===== src/rtl/uart_rx_oversampled_if.sv =====
// Output-side bundle of the oversampled UART receiver: received word,
// its status flags and the valid/ready handshake with the consumer.
interface uart_rx_oversampled_if #(
    parameter int DATA_BITS = 8
);
    logic [DATA_BITS-1:0] data;
    logic                 valid_data;
    logic                 ready;
    logic                 parity_err;
    logic                 frame_err;
    logic                 overrun;

    // Receiver side: produces the word and flags, observes ready.
    modport master (
        output data,
        output valid_data,
        output parity_err,
        output frame_err,
        output overrun,
        input  ready
    );

    // Consumer side: observes the word and flags, drives ready.
    modport slave (
        input  data,
        input  valid_data,
        input  parity_err,
        input  frame_err,
        input  overrun,
        output ready
    );
endinterface


===== src/rtl/uart_rx_oversampled.sv =====
// Oversampled UART receiver: 2-flop synchronizer, falling-edge start
// detection with mid-bit false-start rejection, configurable data width,
// parity and stop bits, and a one-entry holding register with overrun
// reporting on the valid/ready side.
module uart_rx_oversampled #(
    parameter int DATA_BITS  = 8,
    parameter int OVERSAMPLE = 16,
    parameter int PARITY     = 0,
    parameter int STOP_BITS  = 1
) (
    input  logic                  clk,
    input  logic                  rst,
    input  logic                  sample_tick,
    input  logic                  uart_rx,
    uart_rx_oversampled_if.master bus,
    output logic                  busy
);
    localparam int CNT_W = $clog2(OVERSAMPLE);
    localparam int IDX_W = $clog2(DATA_BITS);

    // Tick count at the centre of the start bit, and at every later bit centre.
    localparam logic [CNT_W-1:0] HALF_LAST = CNT_W'(OVERSAMPLE / 2 - 1);
    localparam logic [CNT_W-1:0] BIT_LAST  = CNT_W'(OVERSAMPLE - 1);
    localparam logic [IDX_W-1:0] IDX_LAST  = IDX_W'(DATA_BITS - 1);
    localparam logic             STOP_LAST = 1'(STOP_BITS - 1);

    typedef enum logic [2:0] {
        S_IDLE,
        S_START,
        S_DATA,
        S_PARITY,
        S_STOP
    } state_t;

    state_t               state;
    logic                 rx_meta;
    logic                 rx_s;
    logic                 rx_prev;
    logic [CNT_W-1:0]     tick_cnt;
    logic [IDX_W-1:0]     bit_idx;
    logic                 stop_idx;
    logic [DATA_BITS-1:0] shift_reg;
    logic                 perr;
    logic                 ferr;
    logic                 commit;

    // Bring the asynchronous line into the clock domain; idle level is high.
    always_ff @(posedge clk) begin
        if (rst) begin
            rx_meta <= 1'b1;
            rx_s    <= 1'b1;
        end else begin
            rx_meta <= uart_rx;
            rx_s    <= rx_meta;
        end
    end

    // Frame state machine; everything here advances only on sample ticks,
    // including rx_prev, so edge detection stays consistent with the tick rate.
    always_ff @(posedge clk) begin
        if (rst) begin
            state     <= S_IDLE;
            rx_prev   <= 1'b1;
            tick_cnt  <= '0;
            bit_idx   <= '0;
            stop_idx  <= 1'b0;
            shift_reg <= '0;
            perr      <= 1'b0;
            ferr      <= 1'b0;
            commit    <= 1'b0;
            busy      <= 1'b0;
        end else begin
            commit <= 1'b0;
            if (sample_tick) begin
                rx_prev <= rx_s;
                case (state)
                    S_IDLE: begin
                        // Only a high-to-low transition starts a frame, so a
                        // line stuck low after a framing error cannot re-trigger.
                        if (!rx_s && rx_prev) begin
                            state    <= S_START;
                            tick_cnt <= '0;
                            busy     <= 1'b1;
                        end
                    end
                    S_START: begin
                        if (tick_cnt == HALF_LAST) begin
                            if (rx_s) begin
                                state <= S_IDLE;
                                busy  <= 1'b0;
                            end else begin
                                state    <= S_DATA;
                                tick_cnt <= '0;
                                bit_idx  <= '0;
                                perr     <= 1'b0;
                                ferr     <= 1'b0;
                            end
                        end else begin
                            tick_cnt <= tick_cnt + 1'b1;
                        end
                    end
                    S_DATA: begin
                        if (tick_cnt == BIT_LAST) begin
                            tick_cnt  <= '0;
                            shift_reg <= {rx_s, shift_reg[DATA_BITS-1:1]};
                            if (bit_idx == IDX_LAST) begin
                                state    <= (PARITY != 0) ? S_PARITY : S_STOP;
                                stop_idx <= 1'b0;
                            end else begin
                                bit_idx <= bit_idx + 1'b1;
                            end
                        end else begin
                            tick_cnt <= tick_cnt + 1'b1;
                        end
                    end
                    S_PARITY: begin
                        if (tick_cnt == BIT_LAST) begin
                            tick_cnt <= '0;
                            perr     <= ((^shift_reg) ^ rx_s) != (PARITY == 1);
                            state    <= S_STOP;
                        end else begin
                            tick_cnt <= tick_cnt + 1'b1;
                        end
                    end
                    S_STOP: begin
                        if (tick_cnt == BIT_LAST) begin
                            tick_cnt <= '0;
                            if (!rx_s) begin
                                ferr <= 1'b1;
                            end
                            // Return to IDLE right at the last stop centre so a
                            // back-to-back start edge is not missed.
                            if (stop_idx == STOP_LAST) begin
                                state  <= S_IDLE;
                                busy   <= 1'b0;
                                commit <= 1'b1;
                            end else begin
                                stop_idx <= 1'b1;
                            end
                        end else begin
                            tick_cnt <= tick_cnt + 1'b1;
                        end
                    end
                    default: begin
                        state <= S_IDLE;
                        busy  <= 1'b0;
                    end
                endcase
            end
        end
    end

    // Holding register: a commit loads a new word (flagging overrun if the
    // previous one was never taken); an accept without a commit empties it.
    always_ff @(posedge clk) begin
        if (rst) begin
            bus.data       <= '0;
            bus.valid_data <= 1'b0;
            bus.parity_err <= 1'b0;
            bus.frame_err  <= 1'b0;
            bus.overrun    <= 1'b0;
        end else if (commit) begin
            bus.data       <= shift_reg;
            bus.parity_err <= perr;
            bus.frame_err  <= ferr;
            bus.overrun    <= bus.valid_data & ~bus.ready;
            bus.valid_data <= 1'b1;
        end else if (bus.valid_data && bus.ready) begin
            bus.valid_data <= 1'b0;
            bus.parity_err <= 1'b0;
            bus.frame_err  <= 1'b0;
            bus.overrun    <= 1'b0;
        end
    end
endmodule


===== src/flat_wrapper.sv =====
// flat-port wrapper written by rule: the top's interface ports become plain ports
module uart_rx_oversampled_flat 
#(
    parameter int DATA_BITS  = 8,
    parameter int OVERSAMPLE = 16,
    parameter int PARITY     = 0,
    parameter int STOP_BITS  = 1
)
  (clk, rst, sample_tick, uart_rx, busy, bus_data, bus_valid_data, bus_parity_err, bus_frame_err, bus_overrun, bus_ready);
  uart_rx_oversampled_if #(.DATA_BITS(DATA_BITS)) bus_i ();
  input  logic clk;
  input  logic rst;
  input  logic sample_tick;
  input  logic uart_rx;
  output logic busy;
  output wire logic [$bits(bus_i.data)-1:0] bus_data;
  output wire logic [$bits(bus_i.valid_data)-1:0] bus_valid_data;
  output wire logic [$bits(bus_i.parity_err)-1:0] bus_parity_err;
  output wire logic [$bits(bus_i.frame_err)-1:0] bus_frame_err;
  output wire logic [$bits(bus_i.overrun)-1:0] bus_overrun;
  input wire logic [$bits(bus_i.ready)-1:0] bus_ready;
  assign bus_data = bus_i.data;
  assign bus_valid_data = bus_i.valid_data;
  assign bus_parity_err = bus_i.parity_err;
  assign bus_frame_err = bus_i.frame_err;
  assign bus_overrun = bus_i.overrun;
  assign bus_i.ready = bus_ready;
  uart_rx_oversampled #(.DATA_BITS(DATA_BITS), .OVERSAMPLE(OVERSAMPLE), .PARITY(PARITY), .STOP_BITS(STOP_BITS)) u_core (.clk(clk), .rst(rst), .sample_tick(sample_tick), .uart_rx(uart_rx), .bus(bus_i), .busy(busy));
endmodule

===== config.mk =====
export PLATFORM = sky130hd
export DESIGN_NAME = uart_rx_oversampled_flat
export DESIGN_NICKNAME = d
export VERILOG_FILES = /design/src/rtl/uart_rx_oversampled_if.sv /design/src/rtl/uart_rx_oversampled.sv /design/src/flat_wrapper.sv
export SDC_FILE = /design/constraint.sdc
export NUM_CORES = 1
export LEC_CHECK = 0
export ABC_AREA = 1
export BUFFER_PORTS_ARGS = -buffer_cell sky130_fd_sc_hd__buf_4
export CAP_MARGIN = 5
export CELL_PAD_IN_SITES_DETAIL_PLACEMENT = 0
export CELL_PAD_IN_SITES_GLOBAL_PLACEMENT = 1
export CORE_ASPECT_RATIO = 0.7
export CORE_UTILIZATION = 45
export CTS_BUF_LIST = sky130_fd_sc_hd__clkbuf_16
export DETAILED_ROUTE_END_ITERATION = 12
export GPL_ROUTABILITY_DRIVEN = 0
export GPL_TIMING_DRIVEN = 0
export PLACE_DENSITY = 0.91
export REMOVE_ABC_BUFFERS = 1
export SYNTH_ARGS = -nofsm -noshare
export SYNTH_HDL_FRONTEND = slang
export SYNTH_SLANG_ARGS = --single-unit

===== constraint.sdc =====
create_clock -name clk -period 4.4 [get_ports clk]
set_input_delay 0.22 -clock clk [delete_from_list [all_inputs] [get_ports clk]]
set_output_delay 0.22 -clock clk [all_outputs]
set_load 0.01 [all_outputs]

# == Word level (Yosys, flattened, before mapping) ==
# Index checks and enable logic that the tools add are counted.
# totals
regBits,38
in_bits,5
output_inout_bits,13
wordCells,110
# classes
n_bitwise,7
n_reduce_logical,22
n_mux,43
eq_ne,19
add_sub_neg,2
# ops
cell,count
2-to-1 mux 3 bit,11
2-to-1 mux 1 bit,20
2-to-1 mux 4 bit,4
one-hot mux 3 bit (5 select lines),1
!= test 2 x 1 -> 1 bit (second input constant),7
one-hot mux 4 bit (3 select lines),1
AND reduction 6 bit,2
AND reduction 5 bit,2
nonzero test 2 bit,5
!= test 2 bit (second input constant),4
AND reduction 8 bit,1
XOR reduction 8 bit,1
AND reduction 7 bit,1
equality test 3 x 2 -> 1 bit (second input constant),2
equality test 3 bit (second input constant),2
one-hot mux 1 bit (2 select lines),3
one-hot mux 3 bit (2 select lines),1
NOT 1 bit,5
adder 4 x 1 -> 4 bit (second input constant),1
equality test 4 x 3 -> 1 bit (second input constant),1
equality test 4 bit (second input constant),1
one-hot mux 1 bit (4 select lines),1
AND reduction 4 bit,1
OR reduction 4 bit,1
other kinds (13),14

# == Longest topological paths before layout ==
# logic_depth
word_depth,4
depth_mapped,11
depth_no_buf,11

# == Worst setup path before layout ==
# No wires, ideal clock.
# synth_path
path_kind,register to register
startpoint,register u_core.tick_cnt[0]
endpoint,register u_core.shift_reg[1]
required_time_ps,4280
path_stages_with_launch,10
arrival_time_ps,1258
n_path_buf,1
period_less_slack_ps,1378
slack_ps,3022
setup_time_ps,120
path_cell_list,dfxtp_1 ha_1 nand2_1 inv_2 nand2_4 inv_1 nand3_1 buf_4 o21ai_0 a21oi_1
# synth_via
elab_chain_cells,2
# synth_rtl
element,line,text
from (decl),uart_rx_oversampled.sv:39,logic [CNT_W-1:0] tick_cnt;
from (signal assigned),uart_rx_oversampled.sv:99,tick_cnt <= tick_cnt + 1'b1;
from (signal assigned),uart_rx_oversampled.sv:113,tick_cnt <= tick_cnt + 1'b1;
from (signal assigned),uart_rx_oversampled.sv:122,tick_cnt <= tick_cnt + 1'b1;
equality test 4 bit,uart_rx_oversampled.sv:103,if (tick_cnt == BIT_LAST) begin
AND reduction 3 bit (no line),-,
to (signal assigned),uart_rx_oversampled.sv:105,"shift_reg <= {rx_s, shift_reg[DATA_BITS-1:1]};"
to (decl),uart_rx_oversampled.sv:42,logic [DATA_BITS-1:0] shift_reg;
# Every way passes these cells.
# A chain may end at the register's enable or synchronous reset.

# == Final worst setup path ==
# layout_path
startpoint,register u_core.tick_cnt[0]
endpoint,register u_core.shift_reg[0]
# The elaborated chain is that of the path after synthesis.

==> summary.txt <==
Synth
  – Avg Inst Size Synth: 7.003 um^2
  – Synthesized instance count: 253
  – Biggest area consumer among synthesized cells: sky130_fd_sc_hd__dfxtp_1
  – Number of synthesized register bits: 37
  – Number of different library cells in the post-synthesis netlist: 25
  – Post-synthesis async set-or-reset flop share: 0
  – Dominant register cell in the synthesized netlist: sky130_fd_sc_hd__dfxtp_1
  – Dominant cells by area after synthesis: sky130_fd_sc_hd__dfxtp_1 (42%), sky130_fd_sc_hd__nand2_1 (14%), sky130_fd_sc_hd__a21oi_1 (7.9%)
  – Synthesized cell area: between 1500 and 2000 um^2
  – Top-count cell post-synth: sky130_fd_sc_hd__nand2_1
  – Synth top area share: 0.4181
  – Count of synthesis-stage warnings from yosys: 0
  – Post-synth EDFFs: 0
  – Seq/Total Area, Yosys: 0.4181
  – Post-synth top cells: sky130_fd_sc_hd__nand2_1 (68), sky130_fd_sc_hd__dfxtp_1 (37), sky130_fd_sc_hd__a21oi_1 (28), sky130_fd_sc_hd__nor2_1 (28), sky130_fd_sc_hd__inv_1 (23)

Final layout
  – Post-route insts no fill: between 300 and 400
  – Fillers: 370
  – Area growth syn-to-layout: 17.02%
  – Area taken by flip-flops and latches: about 740 um^2
  – Core occupancy in the finished layout: 0.5682
  – Area of the multi-input gates: 898.4 um^2
  – Final net count: between 200 and 300
  – Fraction of final layout cells with drive strength greater than 1: 0.1691
  – Number of diodes: 0

Detailed routing
  – Antenna-violating nets left: 0
  – Number of design-rule violations left by the first detailed-router iteration: 189
  – Residual DRC count: 0
  – First drt pass iteration count: 4
  – Mean number of vias per cell: 4.801
  – Via count: approximately 1500
  – Detailed-route wire length per cell: 11.08 um
  – Wirelength, routed: 3569 um

Clocking
  – Post_cts resized: 0
  – Cell at the root of the clock tree: sky130_fd_sc_hd__clkbuf_16
  – CTS tree: done
  – H-tree depth: 2
  – Cts bufs inserted: 5
  – Number of sinks driven by the clock tree: 37
  – Clk pin slew, worst setup/hold paths: 50 ps
  – Hold_buf cts: 0
  – Latest clock arrival within the worst-skew pair: between 200 and 300 ps
  – Clock Tree Buf Depth: 2
  – # Post-CTS Setup Buffers: 0

Global route
  – Wire length of the first global-routing pass: 5927 um
  – Via count of the first global-routing pass: 1238
  – Total global-route track usage: 0.1895
  – Number of antenna violations at the first check in global routing: 0
  – Largest net degree at the start of global routing: 26
  – Remaining Overflow, GRT: 0

Setup path
  – Largest delay share family, worst path: simple AND/OR/NAND/NOR gates
  – Category of the critical setup timing path: flop to flop
  – Critical path capture point type: flop
  – Buffer and inverter count on the worst path: 3
  – Cell-by-cell trace of the critical path: ha_1, nand2_1, inv_2, nand2_4, inv_1, nand3_1, inv_1, o21ai_0, a21oi_1
  – Crit path required time: 4610 ps
  – Delay contributed by the slowest stage of the critical path: 390 ps
  – Library cell contributing the largest single delay on the critical path: sky130_fd_sc_hd__dfxtp_1
  – Worst path most repeated cell: sky130_fd_sc_hd__inv_1
  – Critical R2R Launch: u_core.tick_cnt[0]$_SDFFE_PP0P_
  – Largest fanout of any net on the critical path: 13
  – Crit path DAT: 1980 ps
  – Beginning of the critical path: u_core.tick_cnt[0]$_SDFFE_PP0P_
  – Sort of element at the start of the critical path: flop

Place
  – Count of placed standard cells including taps: around 310
  – Place WS: 2659 ps
  – Count of port buffers added during placement: 17
  – Half-perimeter wire length after detailed placement: 2544 um

Timing
  – Summed negative setup slack over all endpoints: 0 ps
  – Worst slew margin: 0.5318
  – Max Clock Freq: between 500 and 600 MHz
  – Final critical delay including setup and external delays: 1765 ps
  – Final-report hold violation count: 0
  – Worst clock skew: ~2.6 ps
  – Count of endpoints failing setup in the final report: 0
  – RSZ-0062 raised after global routing: false
  – Setup ws final: 2635 ps
  – Final Slew Violations: 0
  – Transition time of the tightest slew-check pin: 701.5 ps
  – Fraction of the cycle the final worst path needs: 0.4011

Die
  – Top-Level Pins: 18
  – Floorplan Core Area: 3649 um^2
  – Std-Cell Rows: 18
  – Initial Utilization: 0.4856
  – Die area: 4196 um^2
  – Y dimension of the die: 54.50 um
  – Die extent in x: 77.00 um

Power
  – P_leak: between 0.9 and 1 nW
  – Maximum ir drop on the vdd rail: 0.2361 mV
  – Power density over cell area: approximately 430 nW/um^2
  – Total power: 0.9011 mW

Min path
  – Worst hold path startpoint: uart_rx
  – Worst hold-check path type: input port to flop

Job
  – Number of max-cap violations: 0

Run status
  – Result of the run: finished clean
-- layout by cell type, fill, tap and decap left out, types with 2 or more instances in the layout --
master / synthesis / routed
sky130_fd_sc_hd__nand4_1: 2 / 2
sky130_fd_sc_hd__ha_1: 3 / 3
sky130_fd_sc_hd__nand3_1: 13 / 13
sky130_fd_sc_hd__dfxtp_1: 37 / 37
sky130_fd_sc_hd__clkinv_2: 0 / 2
sky130_fd_sc_hd__nand2_4: 3 / 3
sky130_fd_sc_hd__nand2_1: 68 / 68
sky130_fd_sc_hd__or2_2: 2 / 2
sky130_fd_sc_hd__buf_4: 1 / 17
sky130_fd_sc_hd__nand2_2: 4 / 4
sky130_fd_sc_hd__o21ai_0: 20 / 20
sky130_fd_sc_hd__inv_2: 5 / 5
sky130_fd_sc_hd__nor2_4: 3 / 3
sky130_fd_sc_hd__nor2_1: 28 / 28
sky130_fd_sc_hd__inv_1: 23 / 24
sky130_fd_sc_hd__a21oi_1: 28 / 28
sky130_fd_sc_hd__clkbuf_16: 0 / 5
-- per-layer routing --
metal  GRT usage  routed length (um)  vias up
met3     0.04500                 166        2
met1      0.2973                2126      665
met5           0                   0        -
met2      0.2321                1265       34
li1            -                   -      845
met4     0.08491                  10        0
-- final timing paths --
kind / to / slack [ps] / depth (start not counted)
worst min register to register: u_core.rx_s$_SDFF_PP1_ / 410 / 1
worst max-delay path: u_core.shift_reg[0]$_SDFFE_PP0P_ / 2640 / 9
worst max register to register: u_core.shift_reg[0]$_SDFFE_PP0P_ / 2640 / 9
worst min-delay path: u_core.rx_meta$_SDFF_PP1_ / 130 / 2
-- cell families (layout without fill, tap and decap cells) --
family / after synthesis / after routing / synth area share
adders and majority gates: 3 / 3 / 0.02119
buffers and inverters: 34 / 53 / 0.07485
DFF: 37 / 37 / 0.4181
and+or+nand+nor: 128 / 128 / 0.3312
xor gates and xnor gates: 1 / 1 / 0.004944
AOI/OAI and AO/OA: 50 / 50 / 0.1497
-- area by class of cell --
type                       instances  area share
multi-input combinational        182      0.4333
sequential                        37      0.3573
timing repair buffer              17     0.06156
clock buffer                       5     0.06035
inverter                          28     0.05069
tap                               50     0.03017
clock inverter                     3    0.006638
-- through the flow --
stage	cell area [um^2]	hold WS [ps]
after global routing	2073	128.9
after detailed placement	1934	395.5
after CTS	2073	123.1
after global placement	1934	393.2
final	2073	126.1
after floorplan	1744	289.1
-- power by group --
| part | internal [mW] | switching, mW |
|---|---|---|
| logic | 0.0668 | 0.127 |
| clock network | 0.205 | 0.132 |
| registers | 0.352 | 0.0181 |
-- worst register-to-register path: stages (launching register included) --
cell	delay, ps
sky130_fd_sc_hd__dfxtp_1	390
sky130_fd_sc_hd__ha_1	190
sky130_fd_sc_hd__nand2_1	90
sky130_fd_sc_hd__inv_2	90
sky130_fd_sc_hd__nand2_4	90
sky130_fd_sc_hd__inv_1	70
sky130_fd_sc_hd__nand3_1	310
sky130_fd_sc_hd__inv_1	220
sky130_fd_sc_hd__o21ai_0	90
sky130_fd_sc_hd__a21oi_1	140
Power figures use the tool's default switching activity.
